`config.mk`:
```
export PLATFORM = sky130hd
export DESIGN_NAME = smin_window
export DESIGN_NICKNAME = d
export VERILOG_FILES = /design/src/rtl/smin_window.sv
export SDC_FILE = /design/constraint.sdc
export NUM_CORES = 1
export LEC_CHECK = 0
export ABC_AREA = 1
export CAP_MARGIN = 10
export CORE_AREA = 2 2 72 74
export CTS_CLUSTER_SIZE = 25
export DETAILED_ROUTE_END_ITERATION = 16
export DIE_AREA = 0 0 74 76
export PLACE_DENSITY = 0.83
export SYNTH_ARGS = -nofsm -noshare
export SYNTH_HDL_FRONTEND = slang
export SYNTH_SLANG_ARGS = --single-unit
```
`constraint.sdc`:
```
create_clock -name clk -period 4.51 [get_ports clk]
set_input_delay 0.6765 -clock clk [delete_from_list [all_inputs] [get_ports clk]]
set_output_delay 0.6765 -clock clk [all_outputs]
set_load 0.005 [all_outputs]
```
`src/rtl/smin_window.sv`:
```
// smin_window: streaming signed-minimum reducer.
// Accepts a valid/ready stream of signed WIDTH-bit samples. It groups them
// into windows of up to WINDOW samples. For each window it emits one result
// beat: the minimum value, the 0-based index of its first occurrence, and the
// sample count. in_last closes a window early.
//
// Ports:
//   clk        rising-edge clock
//   rst        asynchronous, active-high reset
//   in_valid   sample offered
//   in_ready   block can take a sample this cycle (depends on the output slot only)
//   in_data    signed sample
//   in_last    closes the window with this sample
//   out_valid  result beat held
//   out_ready  consumer takes the result this cycle
//   out_min    signed minimum of the window
//   out_idx    index of the first minimum
//   out_count  number of samples in the window, 1..WINDOW
module smin_window #(
   parameter int WIDTH  = 16,
   parameter int WINDOW = 8,
   parameter int IDXW   = $clog2(WINDOW)
) (
   input  logic              clk,
   input  logic              rst,
   input  logic              in_valid,
   output logic              in_ready,
   input  logic [WIDTH-1:0]  in_data,
   input  logic              in_last,
   output logic              out_valid,
   input  logic              out_ready,
   output logic [WIDTH-1:0]  out_min,
   output logic [IDXW-1:0]   out_idx,
   output logic [IDXW:0]     out_count
);

   localparam logic [IDXW-1:0] LASTIDX = IDXW'(WINDOW - 1);

   logic [IDXW-1:0]  cnt;
   logic [WIDTH-1:0] cur_min;
   logic [IDXW-1:0]  cur_idx;

   logic             accept;
   logic             close;
   logic             take;
   logic [WIDTH-1:0] nxt_min;
   logic [IDXW-1:0]  nxt_idx;

   // The slot can take a new result when it is empty or is being drained now.
   assign in_ready = !out_valid || out_ready;
   assign accept   = in_valid && in_ready;
   assign close    = accept && (in_last || (cnt == LASTIDX));

   // The first sample of a window always seeds the accumulator. A strict
   // compare keeps the earliest index on ties.
   always_comb begin
      take    = (cnt == '0) || ($signed(in_data) < $signed(cur_min));
      nxt_min = take ? in_data : cur_min;
      nxt_idx = take ? cnt     : cur_idx;
   end

   always_ff @(posedge clk or posedge rst) begin
      if (rst) begin
         cnt       <= '0;
         cur_min   <= '0;
         cur_idx   <= '0;
         out_valid <= 1'b0;
         out_min   <= '0;
         out_idx   <= '0;
         out_count <= '0;
      end else begin
         if (accept) begin
            cur_min <= nxt_min;
            cur_idx <= nxt_idx;
            cnt     <= close ? '0 : cnt + 1'b1;
         end
         // A closing sample refills the slot even when the old beat drains
         // in this same cycle, so back-to-back windows have no bubble.
         if (close) begin
            out_valid <= 1'b1;
            out_min   <= nxt_min;
            out_idx   <= nxt_idx;
            out_count <= {1'b0, cnt} + (IDXW + 1)'(1);
         end else if (out_ready) begin
            out_valid <= 1'b0;
         end
      end
   end

endmodule

```
==> results by group <==
Logic synthesis
  – Count of synthesis-stage warnings from yosys: 0
  – Unique masters post-synth: 27
  – Combined area of all synthesized cells: 2690 µm²
  – Synthesized flop and latch total: 46
  – Proportion of netlist area held by the largest area contributor: 42.9%
  – Avg Cell Area, Syn: 8.06 µm²
  – Most repeated cell in the gate-level netlist after synthesis: sky130_fd_sc_hd__nand2_1
  – Mapped Nets: 372
  – Proportion of synthesized chip area in sequential cells: 42.9%
  – Dominant synthesized flop cell: sky130_fd_sc_hd__dfrtp_1
  – Cell types with the highest counts after synthesis: 120 x sky130_fd_sc_hd__nand2_1, 48 x sky130_fd_sc_hd__inv_1, 46 x sky130_fd_sc_hd__dfrtp_1
  – Top cells by area in the synthesized netlist: sky130_fd_sc_hd__dfrtp_1 43%, sky130_fd_sc_hd__nand2_1 17%, sky130_fd_sc_hd__ha_1 8.4%
  – Leading area contributor after synthesis: sky130_fd_sc_hd__dfrtp_1
  – Number of synthesized flops with an enable pin: 0
  – Async set-or-reset flop fraction in the synthesized netlist: 100%
  – Gate count of the mapped netlist: 333

Status
  – Status: finished clean

GRT
  – Via count of the first global-routing pass: 2,363
  – First-pass GRT wire length: 10,300 µm
  – Leftover overflow at the end of global routing: 0
  – Pin count of the biggest net entering global routing: 47
  – Overall Global Routing Usage: 23.2%
  – Antenna violations before repair: 0

Min path
  – Hold WC Path Type: flip-flop to flip-flop
  – Startpoint of the worst hold path: out_min[3]
  – Hold Path Stages: 2
  – Hold Path Sink: out_min[3]

Layout
  – FILL cells: 428
  – Register area: 1150 µm²
  – Post-layout instance count excluding filler cells: 444
  – Net count of the finished layout: 412
  – Area used by multi-input combinational logic: 1230 µm²
  – Area growth, synth to finish: 20.5%
  – Antenna cells: 0
  – Share of final-layout standard cells stronger than drive strength 1: 6.95%

Run
  – Number of maximum-capacitance violations: 0

Worst setup path
  – Capture instance of the worst register-to-register path: out_min[9]
  – Reg2Reg Launch Point: cur_min[5]
  – Series of cell instances along the critical path: clkdlybuf4s50_1 > inv_1 > nand2_1 > nand2_1 > buf_4 > nor2_1 > buf_4 > clkinv_1 > o41ai_1
  – Largest incremental delay on the critical path: 0.70 ns
  – Endpoint kind of the worst setup timing path: flip-flop
  – Critical Setup Path Class: input port to flip-flop
  – Depth of the worst register-to-register path: 12
  – FF-to-FF setup slack: 1.97 ns
  – Required arrival time at the worst endpoint: 4.69 ns
  – Worst setup SP type: input port
  – Worst-path cell with the longest stage delay: sky130_fd_sc_hd__clkinv_1
  – Arrival time of data at the critical path endpoint: 3.16 ns
  – Maximum net fanout on the critical path: 28

Power and ir drop
  – Switching pwr: 0.889 mW
  – Switching power as a share of total power: 41.7%
  – Portion of total power attributed to combinational logic: 52.5%
  – Peak VDD IR: 0.000388 V
  – Power density of the placed cells: 659 nW/µm²
  – Total leakage power: 1.73 nW
  – Power share of the clock group: 14.3%
  – Part of the total power dissipated in sequential elements: 33.1%
  – Internal: 1.24 mW

Timing
  – Number of failing setup endpoints in the final timing report: 0
  – Highest clock rate: 0.336 GHz
  – Final total negative setup slack: 0 ns
  – Post-route fraction of the period consumed by the critical path: 66.0%
  – Final critical-path required period: 2.98 ns
  – Setup clock skew after layout: 0.00626 ns
  – Unrepaired setup endpoints after global routing: false
  – Total count of hold-check failures in the final report: 0
  – Worst rel slew slack: 36.4%
  – Final max-slew violation count: 0
  – Slew of the pin with the lowest slew margin: 0.952 ns

Clock network
  – Clock tree from TritonCTS: yes
  – Clock transition at the registers of the reported paths: 0.09 ns
  – CTS sink count: 46
  – Worst skew pair latency: 0.30 ns
  – H-tree depth reported by CTS: 2
  – Number of instances resized during post-cts repair: 0
  – Cell at the root of the clock tree: sky130_fd_sc_hd__clkbuf_8
  – Number of buffers added by the clock tree synthesis step: 5
  – CTS Hold Buffers Added: 0
  – Longest Clk Path Bufs: 2
  – Post CTS Setup Buffer Count: 0

Floorplan
  – Starting Density: 54.7%
  – Width of the die: 74 µm
  – Num rows: 26
  – Core Box Area: 4910 µm²
  – Die Area: 5620 µm²
  – Io pins: 46
  – Vertical die dimension: 76 µm

Placed design
  – Final GP Congestion: 0.819
  – # placed instances: 436
  – Quantity of I/O buffers inserted on ports: 45
  – Detail Placement HPWL: 3890 µm

Drt
  – Iter 0 DRT Violations: 109
  – Number of optimization iterations in the first detailed-route pass: 4
  – Detailed-route wire length per cell: 13.0 µm
  – DRC violations left: 0
  – Post-route antenna net violation count: 0
  – Final routed wirelength across all metal layers: 5790 µm
  – Number of vias in the routed layout: 2,283
  – Post-detailed-route via-to-cell ratio: 5.14
[cells by family after synthesis]
logic type	share of synthesized area, %
simple gates	34.2
buf+inv	11.4
flops	42.9
fa+ha+maj	8.39
compound gates	3.12
[state kept, by name, indices dropped and copies added (netlist names)]
name and cells:
cur_min 16, out_min 16, out_count 4, cnt 3, cur_idx 3, out_idx 3, out_valid 1
[worst max-delay path by stage]
stage	to	cells past startpoint	startpoint
floorplan	cur_idx[0]	11	in_data[15]
global placement	out_count[3]	9	out_ready
detailed placement	out_count[3]	9	out_ready
CTS	out_count[3]	9	out_ready
global route	out_count[3]	9	out_ready
finish	out_count[3]	9	out_ready
[area by class of cell]
type / count / area share [%]
multi-input cells: 223 / 38.0
well taps: 70 / 2.71
flip-flops and latches: 46 / 35.6
clock buffers: 6 / 2.24
repair buffers: 48 / 14.6
clock inverters: 2 / 1.16
inverters: 49 / 5.69
[power by group through the flow]
stage               combinational [mW]  clock, mW  sequential (mW)
floorplan                        0.814          0            0.706
global placement                  1.08          0            0.706
detailed placement                1.12          0            0.711
CTS                               1.12      0.312            0.707
global route                      1.27      0.334            0.732
finish                            1.12      0.305            0.706
[metrics by stage]
| step | hold WS (ns) | setup slack [ns] | util [%] | total power, mW | area [µm²] |
|---|---|---|---|---|---|
| after global routing | 0.504 | 1.23 | 65.8 | 2.33 | 3230 |
| after CTS | 0.487 | 1.51 | 65.8 | 2.14 | 3230 |
| after floorplan | 0.449 | 2.39 | - | 1.52 | 2690 |
| final | 0.482 | 1.53 | 65.8 | 2.13 | 3230 |
| after global placement | 0.461 | 1.23 | 63.6 | 1.78 | 3120 |
| after detailed placement | 0.465 | 1.20 | 63.6 | 1.83 | 3120 |
[layer usage]
layer / vias up / share of wire (%) / global-route usage [%]
li1: 1144 / - / -
met1: 1058 / 45 / 31.2
met2: 71 / 48 / 37.1
met3: 10 / 4.9 / 5.03
met4: 0 / 1.5 / 7.09
met5: - / 0 / 0
[placed cells by master, fill, tap and decap left out, drive strengths merged, types with 4 or more instances in the layout]
cell type        n
nand4           20
nand3           40
ha              18
inv             47
nand2          122
clkbuf           6
dfrtp           46
nor2             6
o21ai            4
a21oi            7
clkdlybuf4s50   45
[worst max-delay path: cells and delay by family]
kind,cells,cell delay [ns]
simple gates,3,0.25
buf+inv,5,1.68
compound gates,1,0.53
(Power assumes the default switching activity.)
